===== src/rtl/warp_sequencer_if.sv =====
// Warp sequencer phase type and the launch/fetch/LSU signal bundle between
// the sequencer and the core datapath.
`ifndef DATA_WIDTH
`define DATA_WIDTH 16
`endif

package warp_sequencer_pkg;
    typedef enum logic [2:0] {
        WARP_IDLE,
        WARP_FETCH,
        WARP_DECODE,
        WARP_REQUEST,
        WARP_WAIT,
        WARP_EXECUTE,
        WARP_UPDATE,
        WARP_DONE
    } warp_state_t;
endpackage

interface warp_sequencer_if
    import warp_sequencer_pkg::*;
#(
    parameter int NUM_WARPS  = 4,
    parameter int DATA_WIDTH = `DATA_WIDTH
);
    localparam int CW = (NUM_WARPS > 1) ? $clog2(NUM_WARPS) : 1;

    // Handshake: there is no ready path back to the producers. start,
    // fetch_valid, decoded_ret and lsu_busy are levels that the sequencer
    // samples only in the phase that consumes them (IDLE, FETCH, UPDATE, WAIT)
    // and ignores elsewhere; a producer holds its level until that phase.
    logic                  start;
    logic [NUM_WARPS-1:0]  warp_active;
    logic                  fetch_valid;
    logic                  decoded_ret;
    logic                  lsu_busy;
    warp_state_t           warp_state;
    logic [NUM_WARPS-1:0]  warp_enable;
    logic [CW-1:0]         current_warp;
    logic                  done;
    logic [DATA_WIDTH-1:0] issue_count;

    modport master (
        output start, warp_active, fetch_valid, decoded_ret, lsu_busy,
        input  warp_state, warp_enable, current_warp, done, issue_count
    );

    modport slave (
        input  start, warp_active, fetch_valid, decoded_ret, lsu_busy,
        output warp_state, warp_enable, current_warp, done, issue_count
    );
endinterface


===== src/rtl/warp_sequencer.sv =====
// Round-robin warp sequencer: steps each active warp through the
// FETCH..UPDATE instruction phases until every captured warp has returned.
`ifndef DATA_WIDTH
`define DATA_WIDTH 16
`endif

module warp_sequencer
    import warp_sequencer_pkg::*;
#(
    parameter int NUM_WARPS  = 4,
    parameter int DATA_WIDTH = `DATA_WIDTH
) (
    input  logic             clk,
    input  logic             reset,
    warp_sequencer_if.slave  bus
);
    localparam int CW = (NUM_WARPS > 1) ? $clog2(NUM_WARPS) : 1;

    warp_state_t           state;
    logic [CW-1:0]         cur;
    logic [NUM_WARPS-1:0]  enable;
    logic                  done_r;
    logic [DATA_WIDTH-1:0] count;
    logic [NUM_WARPS-1:0]  active_mask;
    logic [NUM_WARPS-1:0]  done_mask;

    logic [NUM_WARPS-1:0]  upd_done;
    logic [NUM_WARPS-1:0]  avail;
    logic [CW-1:0]         next_warp;
    logic                  any_left;
    logic [CW-1:0]         first_warp;
    logic [CW-1:0]         idx;

    assign bus.warp_state   = state;
    assign bus.current_warp = cur;
    assign bus.warp_enable  = enable;
    assign bus.done         = done_r;
    assign bus.issue_count  = count;

    function automatic logic [NUM_WARPS-1:0] onehot(input logic [CW-1:0] w);
        logic [NUM_WARPS-1:0] v;
        v    = '0;
        v[w] = 1'b1;
        return v;
    endfunction

    // Scan descending so the nearest index after cur wins; cur itself
    // (offset NUM_WARPS) is the last candidate considered.
    always_comb begin
        upd_done = done_mask;
        if (bus.decoded_ret) upd_done[cur] = 1'b1;
        avail     = active_mask & ~upd_done;
        next_warp = cur;
        any_left  = 1'b0;
        idx       = '0;
        for (int i = NUM_WARPS; i >= 1; i--) begin
            idx = CW'((int'(cur) + i) % NUM_WARPS);
            if (avail[idx]) begin
                next_warp = idx;
                any_left  = 1'b1;
            end
        end
        first_warp = '0;
        for (int i = NUM_WARPS - 1; i >= 0; i--) begin
            if (bus.warp_active[i]) first_warp = CW'(i);
        end
    end

    always_ff @(posedge clk) begin
        if (reset) begin
            state       <= WARP_IDLE;
            cur         <= '0;
            enable      <= '0;
            done_r      <= 1'b0;
            count       <= '0;
            active_mask <= '0;
            done_mask   <= '0;
        end else begin
            case (state)
                WARP_IDLE: begin
                    if (bus.start) begin
                        count <= '0;
                        if (|bus.warp_active) begin
                            active_mask <= bus.warp_active;
                            done_mask   <= '0;
                            cur         <= first_warp;
                            enable      <= onehot(first_warp);
                            state       <= WARP_FETCH;
                        end else begin
                            done_r <= 1'b1;
                            state  <= WARP_DONE;
                        end
                    end
                end
                WARP_FETCH:   if (bus.fetch_valid) state <= WARP_DECODE;
                WARP_DECODE:  state <= WARP_REQUEST;
                WARP_REQUEST: state <= WARP_WAIT;
                WARP_WAIT:    if (!bus.lsu_busy) state <= WARP_EXECUTE;
                WARP_EXECUTE: state <= WARP_UPDATE;
                WARP_UPDATE: begin
                    count     <= count + 1'b1;
                    done_mask <= upd_done;
                    if (any_left) begin
                        cur    <= next_warp;
                        enable <= onehot(next_warp);
                        state  <= WARP_FETCH;
                    end else begin
                        enable <= '0;
                        done_r <= 1'b1;
                        state  <= WARP_DONE;
                    end
                end
                WARP_DONE:    state <= WARP_DONE;
                default:      state <= WARP_IDLE;
            endcase
        end
    end
endmodule


===== src/flat_wrapper.sv =====
// flat-port wrapper written by rule: the top's interface ports become plain ports
module warp_sequencer_flat import warp_sequencer_pkg::*;
#(
    parameter int NUM_WARPS  = 4,
    parameter int DATA_WIDTH = `DATA_WIDTH
)
  (clk, reset, bus_start, bus_warp_active, bus_fetch_valid, bus_decoded_ret, bus_lsu_busy, bus_warp_state, bus_warp_enable, bus_current_warp, bus_done, bus_issue_count);
  warp_sequencer_if #(.NUM_WARPS(NUM_WARPS), .DATA_WIDTH(DATA_WIDTH)) bus_i ();
  input  logic clk;
  input  logic reset;
  input wire logic [$bits(bus_i.start)-1:0] bus_start;
  input wire logic [$bits(bus_i.warp_active)-1:0] bus_warp_active;
  input wire logic [$bits(bus_i.fetch_valid)-1:0] bus_fetch_valid;
  input wire logic [$bits(bus_i.decoded_ret)-1:0] bus_decoded_ret;
  input wire logic [$bits(bus_i.lsu_busy)-1:0] bus_lsu_busy;
  output wire logic [$bits(bus_i.warp_state)-1:0] bus_warp_state;
  output wire logic [$bits(bus_i.warp_enable)-1:0] bus_warp_enable;
  output wire logic [$bits(bus_i.current_warp)-1:0] bus_current_warp;
  output wire logic [$bits(bus_i.done)-1:0] bus_done;
  output wire logic [$bits(bus_i.issue_count)-1:0] bus_issue_count;
  assign bus_i.start = bus_start;
  assign bus_i.warp_active = bus_warp_active;
  assign bus_i.fetch_valid = bus_fetch_valid;
  assign bus_i.decoded_ret = bus_decoded_ret;
  assign bus_i.lsu_busy = bus_lsu_busy;
  assign bus_warp_state = bus_i.warp_state;
  assign bus_warp_enable = bus_i.warp_enable;
  assign bus_current_warp = bus_i.current_warp;
  assign bus_done = bus_i.done;
  assign bus_issue_count = bus_i.issue_count;
  warp_sequencer #(.NUM_WARPS(NUM_WARPS), .DATA_WIDTH(DATA_WIDTH)) u_core (.clk(clk), .reset(reset), .bus(bus_i));
endmodule

===== config.mk =====
export PLATFORM = sky130hd
export DESIGN_NAME = warp_sequencer_flat
export DESIGN_NICKNAME = d
export VERILOG_FILES = /design/src/rtl/warp_sequencer_if.sv /design/src/rtl/warp_sequencer.sv /design/src/flat_wrapper.sv
export SDC_FILE = /design/constraint.sdc
export NUM_CORES = 1
export LEC_CHECK = 0
export ABC_AREA = 1
export CORE_ASPECT_RATIO = 1.25
export CORE_MARGIN = 4
export CORE_UTILIZATION = 61
export DETAILED_ROUTE_END_ITERATION = 10
export DONT_BUFFER_PORTS = 1
export PLACE_DENSITY = 0.81
export REMOVE_ABC_BUFFERS = 1
export SYNTH_ARGS = -nofsm -noshare
export SYNTH_HDL_FRONTEND = slang
export SYNTH_SLANG_ARGS = --single-unit

===== constraint.sdc =====
create_clock -name clk -period 2 [get_ports clk]
set_input_delay 0.4 -clock clk [delete_from_list [all_inputs] [get_ports clk]]
set_output_delay 0.4 -clock clk [all_outputs]
set_load 0.03 [all_outputs]

==> metrics list <==
- Slowest stage delay, CP: 0.42 ns
- The final layout contains 330 nets.
* Largest net degree at the start of global routing: 23
* I/O Pins: 36
- Clock input transition at the sequential cells of the worst setup and hold paths: 0.07 ns
* Ordered cell list for the critical path: inv_6 > ha_1 > inv_1 > nand3_1 > nand2_2 > nand2_2 > nor2_8 > nand2_4 > nand2_4 > nand2_1 > nand2_1 > a21oi_2
- Number of search-and-repair iterations in the first detailed-routing pass: 4
* Post-route DRC: 0
- Total CTS buffers: 5
- After synthesis the cells add up to 2140 um^2.
- The initial utilization of the core area, before any placement, comes to 0.652.
- The worst hold path belongs to the class primary input to register.
- Of the total power, registers draw 0.355.
- In this run the cell area measured after placement is 2250 um^2.
- In this run the worst path has a maximum fanout of 10.
* Arrival time of the worst setup path: 2.04 ns
- Final Cell Area: 2340 um^2
* F_max: 537 MHz
- Width of the chip: 61.0 um
- The repair_antennas step left the layout with diodes totalling 0.
- After floorplanning, the core was sized to cover 3280 um^2.
* Total buffers and inverters traversed by the critical path: 2
- IR analysis of the VDD net gives a maximum drop of 0.704 mV.
* Wire length per cell: 14.1 um
* Number of synthesized register bits: 34
* Combined global-route utilization of all metal layers: 0.234
* Final core occ: 0.712
- Average size of a mapped cell: 7.10 um^2
- Async S/R FF share, synth: 0
- Final-layout worst hold slack: 0.182 ns
- Detailed placement finished with a half-perimeter wire length of 3.72 mm.
- The critical path is of the register to register type.
- Final ANT Viol Nets: 0
- Portion of the clock cycle consumed by the worst path in the final layout: 0.932
- Net switching power of the design: 1.06 mW
- Area Growth Syn to Fin: 9.25%
- The share of the Yosys chip area taken by registers is 0.318.
- Wires add up to 4.96 mm.
- The most used flip-flop cell after synthesis is dfxtp_1.
- Slew at the pin with the worst max-slew slack: 0.574 ns
- After layout, the design draws a total of 2.42 mW.
* Wire length of the first global-routing pass: 7.99 mm
* Final worst-path setup slack: 0.137 ns
* Setup crit end kind: register
- Max Slew Vio Count: 0
- Worst slew margin: 0.617
- Layout cells sized above 1: 0.236
- The congestion estimate from routability-driven global placement came to 0.947.
- The share of total power dissipated in combinational logic is 0.439.
- Setup Slack @ Placement: 0.175 ns
- Time the worst path needs with I/O delays and setup: 1.86 ns
- Required arrival time at the worst endpoint: 2.18 ns
- The analysis attributes to cell leakage a power of 0.905 nW.
- Clock share of power: 0.206
- The tree built by TritonCTS fans out to 34 sinks.
* Maximum capacitance violations: 0
* Post-Place Cells: 345
- Worst path slowest cell: dfxtp_1
* Number of global-route vias before repair: 1930
- Worst path top cell family by delay: simple AND/OR/NAND/NOR gates
- Final hold violations: 0
* Antenna violations before repair: 0
- The first routing iteration left 113 violations.
* Post-Layout Cell Count: 351
* Die height: 74.2 um
- Clock skew on the completed layout was measured at 0.00448 ns.
- Cell internal power dissipation: 1.37 mW
- Via density: 5.74
* Number of standard cells after synthesis: 301
- Grt ovf: 0
* Accumulated negative setup slack: 0 ns
- Cell row count: 23
* Root buffer selected by CTS: clkbuf_8
- Final setup vio count: 0
- Number of enable-type register cells in the synthesized netlist: 0
* Worst Setup Start Kind: register
- The floorplan step defined a die boundary enclosing 4520 um^2.
- Buffers from clock root to sink, at most: 2
- Library cells used by synthesis: 35
* Port Buffers: 0
* Net Sw Frac: 0.437
- Warnings, synthesis: 0
* Run status: finished, final reports clean
- In this run the power density over the cells is 1040 nW/um^2.
* Post-CTS Hold Fix Bufs: 0
- TritonCTS built the clock tree.
- The detailed router placed 2016 vias in this run.
- For the worst-skew pair, the clock arrives at the later sink with an insertion delay of 0.28 ns.
* # H-tree levels: 2
cell type report:
type,instances,area [um^2]
fill,292,945
timing repair buffer,15,116
clock buffer,6,82.6
tap,37,46.3
multi-input combinational,223,1270
inverter,36,140
sequential,34,681
power by group through the flow:
stage               clock, mW  combinational, mW  sequential (mW)
floorplan                   0              0.774            0.935
global placement            0               1.03            0.871
detailed placement          0               1.05            0.873
CTS                     0.508               1.06            0.859
global route            0.536               1.18            0.869
finish                  0.500               1.06            0.860
layer usage:
| metal | global-route usage | vias to the layer above | wire, um |
|---|---|---|---|
| li1 | - | 1025 | - |
| met4 | 0.0964 | 0 | 86 |
| met3 | 0.0677 | 10 | 256 |
| met1 | 0.237 | 930 | 1920 |
| met5 | 0 | - | 0 |
| met2 | 0.438 | 51 | 2700 |
cell families (layout without fill, tap and decap cells):
logic type,after synthesis,after routing,share of synthesized area
and+or+nand+nor,152,152,0.387
adders and majority gates,5,5,0.0293
AOI/OAI and AO/OA,66,66,0.177
DFF,34,34,0.318
buffers and inverters,44,57,0.0889
state kept, by name (all words and copies together) (netlist names):
signal,flops
u_core.bus.warp_enable,4
u_core.bus.warp_state,3
u_core.bus.done,1
u_core.bus.current_warp,2
u_core.bus.issue_count,16
u_core.active_mask,4
u_core.done_mask,4
cells in the final DEF (no fill, tap or decap), types with 5 or more instances in the layout:
cell type / count
nand2_1: 65
dfxtp_1: 34
inv_1: 31
a21oi_1: 25
o21ai_0: 20
nand3_1: 19
nand2_2: 16
nor2_1: 16
buf_4: 14
nand4_1: 9
nand3_2: 6
clkbuf_8: 6
nor2_4: 5
nor2_2: 5
a21oi_2: 5
ha_1: 5
path summary, 6_finish.rpt:
check	cells past startpoint	slack (ns)	start	endpoint
worst max register to register	12	0.14	u_core.bus.current_warp[0]$_SDFFE_PP0P_	u_core.bus.current_warp[0]$_SDFFE_PP0P_
worst min-delay path	1	0.18	reset	u_core.bus.warp_state[0]$_SDFFE_PP0P_
worst min register to register	2	0.46	u_core.done_mask[1]$_SDFFE_PP0P_	u_core.done_mask[1]$_SDFFE_PP0P_
worst max-delay path	12	0.14	u_core.bus.current_warp[0]$_SDFFE_PP0P_	u_core.bus.current_warp[0]$_SDFFE_PP0P_
repair_timing:
action | CTS | global route
endpoints found under the setup margin | 0 | 3
resized for setup | 0 | 2
setup buffers | 0 | 0
cells in the mapped netlist (2+ instances only):
library cell | n | area [um^2]
a211oi_1 | 2 | 15.0
a21oi_1 | 25 | 125
a21oi_2 | 5 | 43.8
a221oi_1 | 2 | 17.5
a31oi_1 | 4 | 25.0
buf_4 | 3 | 22.5
clkbuf_1 | 3 | 11.3
dfxtp_1 | 34 | 681
ha_1 | 5 | 62.6
inv_1 | 31 | 116
inv_2 | 4 | 15.0
nand2_1 | 66 | 248
nand2_2 | 15 | 93.8
nand2_4 | 4 | 45.0
nand3_1 | 19 | 95.1
nand3_2 | 6 | 60.1
nand4_1 | 9 | 56.3
nor2_1 | 16 | 60.1
nor2_2 | 5 | 31.3
nor2_4 | 5 | 56.3
nor3_2 | 2 | 20.0
o21ai_0 | 20 | 100
o21ai_1 | 4 | 20.0
No activity file was read; power rests on OpenSTA's default activity.
